==> config.mk <==
export PLATFORM = sky130hd
export DESIGN_NAME = ps2_host_tx
export DESIGN_NICKNAME = d
export VERILOG_FILES = /design/src/rtl/ps2_host_tx.sv
export SDC_FILE = /design/constraint.sdc
export NUM_CORES = 1
export LEC_CHECK = 0
export ABC_AREA = 1
export CORE_MARGIN = 10
export CORE_UTILIZATION = 50
export DETAILED_ROUTE_END_ITERATION = 12
export PLACE_DENSITY = 0.79
export SETUP_SLACK_MARGIN = 0.02
export SLEW_MARGIN = 40
export SYNTH_ARGS = -nofsm -noshare
export SYNTH_HDL_FRONTEND = slang
export SYNTH_SLANG_ARGS = --single-unit
==> constraint.sdc <==
create_clock -name clk -period 2.18 [get_ports clk]
set_clock_uncertainty 0.2 [all_clocks]
set_input_delay 0.436 -clock clk [delete_from_list [all_inputs] [get_ports clk]]
set_output_delay 0.436 -clock clk [all_outputs]
set_load 0.05 [all_outputs]
==> src/rtl/ps2_host_tx.sv <==
`default_nettype none
// ============================================================================
// Module   : ps2_host_tx
// Brief    : PS/2 host-to-device command transmitter driving open-drain enables.
//            Optional macro PS2_HOST_TX_RETRY_EN: up to 2 automatic retries.
// Revision : 1.0 - initial release
// ============================================================================
module ps2_host_tx #(
  parameter int INHIBIT_CYCLES = 12000,
  parameter int TIMEOUT_CYCLES = 2000000
) (
  input  logic       clk,
  input  logic       rst,
  input  logic       tx_valid,
  input  logic [7:0] tx_data,
  output logic       tx_ready,
  input  logic       ps2_clk_i,
  input  logic       ps2_data_i,
  output logic       ps2_clk_oe,
  output logic       ps2_data_oe,
  output logic       tx_active,
  output logic       done,
  output logic       ack_ok,
  output logic       err
);

`ifdef PS2_HOST_TX_RETRY_EN
  localparam logic RETRY_EN = 1'b1;
`else
  localparam logic RETRY_EN = 1'b0;
`endif

  localparam int CNT_MAX = (INHIBIT_CYCLES > TIMEOUT_CYCLES) ? INHIBIT_CYCLES : TIMEOUT_CYCLES;
  localparam int CW      = $clog2(CNT_MAX + 1);
  localparam logic [CW-1:0] INH_LAST = CW'(INHIBIT_CYCLES - 1);
  localparam logic [CW-1:0] TMO_LAST = CW'(TIMEOUT_CYCLES - 1);

  typedef enum logic [2:0] {
    S_IDLE      = 3'd0,
    S_INHIBIT   = 3'd1,
    S_REQ       = 3'd2,
    S_DATA      = 3'd3,
    S_PARITY    = 3'd4,
    S_ACK       = 3'd5,
    S_WAIT_IDLE = 3'd6,
    S_DONE      = 3'd7
  } state_t;

  state_t          state_q, state_d;
  logic [CW-1:0]   cnt_q, cnt_d;
  logic [2:0]      bit_q, bit_d;
  logic [7:0]      byte_q, byte_d;
  logic            par_q, par_d;
  logic            ack_q, ack_d;
  logic [1:0]      retry_q, retry_d;
  logic            clk_s1_q, clk_s2_q, clk_prev_q;
  logic            dat_s1_q, dat_s2_q;
  logic            done_q, ack_ok_q, err_q;

  logic fe;
  logic in_frame;
  logic can_retry;
  logic fail;
  logic finish;
  logic finish_ok;

  // Falling edge of the synchronised device clock.
  assign fe        = clk_prev_q & ~clk_s2_q;
  assign in_frame  = (state_q == S_REQ) || (state_q == S_DATA) ||
                     (state_q == S_PARITY) || (state_q == S_ACK);
  assign can_retry = RETRY_EN && (retry_q != 2'd2);

  always_comb begin
    state_d   = state_q;
    byte_d    = byte_q;
    par_d     = par_q;
    bit_d     = bit_q;
    ack_d     = ack_q;
    retry_d   = retry_q;
    fail      = 1'b0;
    finish    = 1'b0;
    finish_ok = 1'b0;
    case (state_q)
      S_IDLE: begin
        if (tx_valid) begin
          state_d = S_INHIBIT;
          byte_d  = tx_data;
          par_d   = ~^tx_data;
          bit_d   = 3'd0;
          retry_d = 2'd0;
        end
      end
      S_INHIBIT:   if (cnt_q == INH_LAST) state_d = S_REQ;
      S_REQ:       if (fe) state_d = S_DATA;
      S_DATA: begin
        if (fe) begin
          if (bit_q == 3'd7) state_d = S_PARITY;
          else               bit_d   = bit_q + 3'd1;
        end
      end
      S_PARITY:    if (fe) state_d = S_ACK;
      S_ACK: begin
        if (fe) begin
          state_d = S_WAIT_IDLE;
          ack_d   = ~dat_s2_q;
        end
      end
      S_WAIT_IDLE: begin
        if (clk_s2_q && dat_s2_q) begin
          if (ack_q) begin
            state_d   = S_DONE;
            finish    = 1'b1;
            finish_ok = 1'b1;
          end else begin
            fail = 1'b1;
          end
        end
      end
      S_DONE:      state_d = S_IDLE;
      default:     state_d = S_IDLE;
    endcase

    if ((in_frame || state_q == S_WAIT_IDLE) && (state_d == state_q) && (cnt_q == TMO_LAST))
      fail = 1'b1;

    if (fail) begin
      if (can_retry) begin
        state_d = S_INHIBIT;
        retry_d = retry_q + 2'd1;
        bit_d   = 3'd0;
      end else begin
        state_d = S_DONE;
        finish  = 1'b1;
      end
    end

    // One counter times both the inhibit phase and the per-edge timeout.
    if ((state_d != state_q) || (in_frame && fe) || (state_q == S_IDLE) || (state_q == S_DONE))
      cnt_d = '0;
    else
      cnt_d = cnt_q + 1'b1;
  end

  always_ff @(posedge clk) begin
    if (rst) begin
      state_q    <= S_IDLE;
      cnt_q      <= '0;
      bit_q      <= 3'd0;
      byte_q     <= 8'd0;
      par_q      <= 1'b0;
      ack_q      <= 1'b0;
      retry_q    <= 2'd0;
      clk_s1_q   <= 1'b1;
      clk_s2_q   <= 1'b1;
      clk_prev_q <= 1'b1;
      dat_s1_q   <= 1'b1;
      dat_s2_q   <= 1'b1;
      done_q     <= 1'b0;
      ack_ok_q   <= 1'b0;
      err_q      <= 1'b0;
    end else begin
      state_q    <= state_d;
      cnt_q      <= cnt_d;
      bit_q      <= bit_d;
      byte_q     <= byte_d;
      par_q      <= par_d;
      ack_q      <= ack_d;
      retry_q    <= retry_d;
      clk_s1_q   <= ps2_clk_i;
      clk_s2_q   <= clk_s1_q;
      clk_prev_q <= clk_s2_q;
      dat_s1_q   <= ps2_data_i;
      dat_s2_q   <= dat_s1_q;
      done_q     <= finish;
      ack_ok_q   <= finish & finish_ok;
      err_q      <= finish & ~finish_ok;
    end
  end

  always_comb begin
    ps2_data_oe = 1'b0;
    case (state_q)
      S_INHIBIT: ps2_data_oe = (cnt_q == INH_LAST);
      S_REQ:     ps2_data_oe = 1'b1;
      S_DATA:    ps2_data_oe = ~byte_q[bit_q];
      S_PARITY:  ps2_data_oe = ~par_q;
      default:   ps2_data_oe = 1'b0;
    endcase
  end

  assign tx_ready   = (state_q == S_IDLE);
  assign tx_active  = (state_q != S_IDLE);
  assign ps2_clk_oe = (state_q == S_INHIBIT);
  assign done       = done_q;
  assign ack_ok     = ack_ok_q;
  assign err        = err_q;

endmodule
`default_nettype wire

# Word-level counts from Yosys, hierarchy flattened
# Index checks and enable logic that the tools add are counted.
totals:
  latchBits: 0
  rom_bits: 0
  ramBits: 0
  word_cells: 85
  reg_bits: 45
  output_inout_bits: 7
  n_memories: 0
classes:
  shift: 0
  eq_ne: 15
  multipliers: 0
  n_addsub: 2
  bitwise: 8
  n_reduce_logical: 19
  n_lt_le_gt_ge: 1
  n_div: 0
  n_mux: 26
op_table:
  columns: ["cell", "n"]
  rows:
  - ["$mux 3", 13]
  - ["$pmux 3 s8", 1]
  - ["$add 21x1->21 const B", 1]
  - ["$eq 21x14->1 const B", 1]
  - ["$eq 21x21->1 const B", 1]
  - ["$eq 3x3->1 const B", 5]
  - ["$mux 1", 9]
  - ["$reduce_xnor 8->1", 1]
  - ["$logic_or 1x1->1", 7]
  - ["$eq 3x2->1 const B", 2]
  - ["$ne 2x2->1 const B", 3]
  - ["$pmux 3 s2", 1]
  - ["$not 1->1", 5]
  - ["$logic_and 1x1->1", 4]
  - ["$lt 3x4->1 const B", 1]
  - ["$pmux 1 s4", 1]
  - ["$reduce_and 2->1", 2]
  - ["$reduce_and 4->1", 1]
  - ["$add 3x1->3 const B", 1]
  - ["$and 1x1->1", 3]
  - ["$bmux 1 s3", 1]
  - ["$eq 3x1->1 const B", 1]
  - ["$eq 3x3->1", 1]
  - ["$logic_not 3->1", 1]
  - ["4 further kinds", 4]

# Longest topological paths before layout
logic_depth:
  word_depth: 14
  mapped_depth: 14
  ltp_nobuf: 13

# Worst setup path before layout
# OpenSTA, ideal clock, no wires.
synth_timing:
  path_kind: "flip-flop to output port"
  from: "reg state_q[2]"
  to: "out ps2_data_oe"
  path_stages_with_launch: 4
  arrival_time_ns: 2.208
  path_buffers: 1
  path_slack_ns: -0.664
  path_cell_list: "dfxtp_1 -> buf_4 -> inv_1 -> o41ai_1"
synth_between:
  elab_chain_cells: 2
  word_cells_on_any_way: 5
  classes_between: "eq/ne (4); mux (1)"
synth_lines:
  columns: ["element", "line_no", "rtl"]
  rows:
  - ["from (decl)", "49", "state_t state_q, state_d;"]
  - ["from (signal assigned)", "162", "state_q <= state_d;"]
  - ["$eq 3x3->1 (tied with other cells)", "182", "case (state_q)"]
  - ["$pmux 1 s4 *", "182", null]
  - ["to (decl)", "20", "output logic ps2_data_oe,"]
# Mark *: on every way between the ends. The rest lies on a longest branch, timed or not.

# Final worst setup path
layout_timing:
  from: "reg cnt_q[11]"
  to: "out ps2_data_oe"
layout_between:
  elab_chain_cells: 2
layout_lines:
  columns: ["element", "line_no", "rtl"]
  rows:
  - ["from (decl)", "50", "logic [CW-1:0] cnt_q, cnt_d;"]
  - ["from (signal assigned)", "163", "cnt_q <= cnt_d;"]
  - ["$eq 21x14->1", "183", "S_INHIBIT: ps2_data_oe = (cnt_q == INH_LAST);"]
  - ["$pmux 1 s4", "182", null]
# No other way between the ends.

==> impl_metrics.env <==
export IMPL_kind_of_capture_point_of_the_worst_setup_path="output pin"
export IMPL_drive_above_1_share=0.363
export IMPL_fin_nets=406
export IMPL_area_of_all_sequential_standard_cells_um2=921
export IMPL_synthCells=329
export IMPL_detailedRoute_firstIterationViolations=191
export IMPL_antenna_found_initial=0
export IMPL_postLayoutCoreUtil=0.747
export IMPL_drtPass1Iterations=5
export IMPL_synthDistinctLibCells=28
export IMPL_use_met3=0.0432
export IMPL_post_drt_wl_per_cell_um=16.0
export IMPL_n_antenna_cell=0
export IMPL_areal_power_density_over_the_cells_nw_per_um2=528
export IMPL_final_critical_path_setup_slack_ns=-0.271
export IMPL_holdCritStartpoint="clk_s1_q$_SDFF_PP1_"
export IMPL_synth_edff_count=0
export IMPL_layout_min_cycle_time_ns=2.45
export IMPL_die_height_um=90.0
export IMPL_worst_endpoint_required_ns=1.54
export IMPL_cap_violations=0
export IMPL_synth_warning_count=0
export IMPL_htree_num_levels=2
export IMPL_tritoncts_num_buffers=5
export IMPL_postSynth_topFlopCell="sky130_fd_sc_hd__dfxtp_1"
export IMPL_timing_critical_path_arrival_ns=1.81
export IMPL_hold_path_class="flop to flop"
export IMPL_violations_in_the_final_reports="negative setup slack"
export IMPL_worst_hold_slack_ns=0.223
export IMPL_nFillCells=306
export IMPL_synthTopCellsByArea="sky130_fd_sc_hd__dfxtp_1 (37%), sky130_fd_sc_hd__nand2_1 (9.8%), sky130_fd_sc_hd__nor3_2 (8.6%), sky130_fd_sc_hd__inv_1 (7.1%), sky130_fd_sc_hd__xor2_1 (6.1%)"
export IMPL_postSynthRegisterBits=45
export IMPL_avg_inst_size_synth_um2=7.44
export IMPL_cts_hold_buffers_added=0
export IMPL_critical_path_class="flop to output pin"
export IMPL_clock_fmax_mhz=408
export IMPL_yosysTopAreaCellShare=0.368
export IMPL_place_detailed_hpwl_um=4100
export IMPL_route_antenna_remaining_nets=0
export IMPL_clockRootBuffer="sky130_fd_sc_hd__clkbuf_8"
export IMPL_synth_sequential_area_ratio=0.368
export IMPL_whs_endpoint="clk_s2_q$_SDFF_PP1_"
export IMPL_slew_limit_headroom=0.666
export IMPL_wire_length_of_the_first_global_routing_pass_um=11400
export IMPL_synth_async_sr_flop_share=0
export IMPL_path_max_fanout=3
export IMPL_horizontal_die_dimension_um=90.0
export IMPL_multi_input_gate_area_in_the_final_layout_um2=1470
export IMPL_worst_setup_hold_path_clk_slew_ns=0.09
export IMPL_cts_path_max_buffers=2
export IMPL_grtUsageMet1=0.179
export IMPL_netlist_area_um2=2450
export IMPL_vdd_drop_max_mv=0.550
export IMPL_fp_coreArea_um2=4720
export IMPL_grt_util_all_layers=0.168
export IMPL_report_final_setup_viol=22
export IMPL_drc=0
export IMPL_numPortBuffers=19
export IMPL_timing_hold_worst_path_depth=1
export IMPL_slew_worst_pin_ns=0.499
export IMPL_core_rowCount=25
export IMPL_report_final_slew_viol_count=0
export IMPL_synth_largest_area_cell="sky130_fd_sc_hd__dfxtp_1"
export IMPL_critPathLaunchType="flop"
export IMPL_setup_reg_to_reg_worst_slack_ns=-0.21
export IMPL_run_status="finished, violations left"
export IMPL_reg2regPathDepth=14
export IMPL_synthesis_nets=345
export IMPL_place_congestion=0.910
export IMPL_detailroute_via_count=2498
export IMPL_die_area_um2=8090
export IMPL_grt_pass1_vias=2476
export IMPL_totalPowerFinal_mw=1.86
export IMPL_via_per_inst=5.45
export IMPL_report_final_hold_viol_count=0
export IMPL_place_detailed_instances=426
export IMPL_postRouteWirelength_um=7350
export IMPL_grt_start_max_net_pins=15
export IMPL_floorplan_io_pins=20
export IMPL_p_leak_nw=1.42
export IMPL_areaGrowthSynthToFinish_pct=44.2
export IMPL_rsz0062_at_grt="yes"
export IMPL_finalCritPeriodShare=1.12
export IMPL_worst_reg2reg_path_startpoint="cnt_q[0]$_SDFF_PP0_"
export IMPL_timing_setup_tns_ns=-4.39
export IMPL_cts_num_sinks=45
export IMPL_finish_cell_count_without_fillers=458
export IMPL_clkLatencyLatePin_ns=0.31
export IMPL_grt_busiest_layer="met2"
export IMPL_initial_utilization=0.518
export IMPL_tritoncts="built"
export IMPL_critical_r2r_capture="cnt_q[5]$_SDFF_PP0_"
export IMPL_global_route_usage_met2=0.300
export IMPL_grt_overflow_total=0
[critical path: stages (launching register included)]
cell	delay [ns]
sky130_fd_sc_hd__dfxtp_2	0.34
sky130_fd_sc_hd__nand2_1	0.05
sky130_fd_sc_hd__inv_1	0.10
sky130_fd_sc_hd__nand2_1	0.10
sky130_fd_sc_hd__nor2_2	0.15
sky130_fd_sc_hd__nand4_1	0.19
sky130_fd_sc_hd__o21ai_2	0.12
sky130_fd_sc_hd__a31oi_2	0.06
sky130_fd_sc_hd__o41ai_2	0.07
sky130_fd_sc_hd__bufbuf_16	0.33
[flip-flops by register name (all words and copies together) (netlist names)]
signal / count
dat_s1_q: 1
err: 1
state_q: 3
bit_q: 3
done: 1
clk_prev_q: 1
par_q: 1
clk_s1_q: 1
byte_q: 8
clk_s2_q: 1
dat_s2_q: 1
cnt_q: 21
ack_q: 1
ack_ok: 1
[report_power, final]
group          total (mW)  internal, mW  switching [mW]
logic               0.332         0.176           0.156
registers           0.852         0.841          0.0112
clock network       0.680         0.373           0.307
[metal layers]
metal	share of wire	wire length, µm
met3	0.066	487
met5	0	0
met4	0.048	352
met2	0.52	3860
met1	0.36	2650
[Yosys cell counts, types with 5 or more instances]
cell	n
sky130_fd_sc_hd__nand4_1	5
sky130_fd_sc_hd__nor2_2	5
sky130_fd_sc_hd__nand3_1	16
sky130_fd_sc_hd__dfxtp_1	45
sky130_fd_sc_hd__nor3_2	21
sky130_fd_sc_hd__a21oi_1	16
sky130_fd_sc_hd__xor2_1	17
sky130_fd_sc_hd__o21ai_0	11
sky130_fd_sc_hd__nor3_1	13
sky130_fd_sc_hd__inv_1	46
sky130_fd_sc_hd__xnor2_1	9
sky130_fd_sc_hd__nor2_1	28
sky130_fd_sc_hd__nand2_1	64
[logic make-up (layout without fill, tap and decap cells)]
| kind of cell | Yosys count | count (layout) | share of synthesized area |
|---|---|---|---|
| simple gates | 164 | 164 | 0.348 |
| buf+inv | 58 | 120 | 0.103 |
| flops | 45 | 45 | 0.368 |
| compound gates | 33 | 33 | 0.0726 |
| xor+xnor | 26 | 26 | 0.0930 |
| fa+ha+maj | 3 | 3 | 0.0153 |
[timing repair]
action	CTS	global route
cloned	4	0
pin swaps	8	10
endpoints found under the setup margin	22	22
gates resized for setup	42	25
buffers inserted	15	5
[layout by cell type (no fill, tap or decap), drive strengths merged, types with 2 or more instances in the layout]
| cell | count |
|---|---|
| nand2 | 66 |
| inv | 49 |
| buf | 46 |
| dfxtp | 45 |
| nor3 | 34 |
| nor2 | 33 |
| nand3 | 19 |
| xor2 | 17 |
| a21oi | 16 |
| clkdlybuf4s50 | 15 |
| o21ai | 12 |
| xnor2 | 9 |
| clkbuf | 6 |
| nand4 | 5 |
| or2 | 4 |
| ha | 3 |
| o211ai | 2 |
| nand3b | 2 |
| bufbuf | 2 |
[per-stage QoR]
step | worst slack [ns] | area [µm²]
2_1_floorplan | -0.0963 | 2460
3_3_place_gp | 0.0757 | 2910
3_5_place_dp | 0.00744 | 2910
4_1_cts | -0.185 | 3400
5_1_grt | -0.369 | 3530
6_report | -0.271 | 3530
[cell type report]
cell class,count,area share
inverter,49,0.0528
multi-input combinational,226,0.417
clock buffer,6,0.0234
tap,67,0.0238
clock inverter,2,0.0106
timing repair buffer,63,0.211
sequential,45,0.261
[worst max path at each step]
stage / start / end / slack (ns) / cells after the start
6_report: cnt_q[11]$_SDFF_PP0_ / ps2_data_oe / -0.27 / 9
5_1_grt: cnt_q[10]$_SDFF_PP0_ / ps2_data_oe / -0.37 / 9
2_1_floorplan: state_q[2]$_SDFF_PP0_ / ps2_data_oe / -0.1 / 8
3_3_place_gp: bit_q[0]$_SDFFE_PP0P_ / cnt_q[20]$_SDFF_PP0_ / 0.08 / 13
4_1_cts: cnt_q[1]$_SDFF_PP0_ / ps2_data_oe / -0.18 / 8
3_5_place_dp: bit_q[0]$_SDFFE_PP0P_ / cnt_q[20]$_SDFF_PP0_ / 0.007 / 13
No activity file was read; power rests on OpenSTA's default activity.
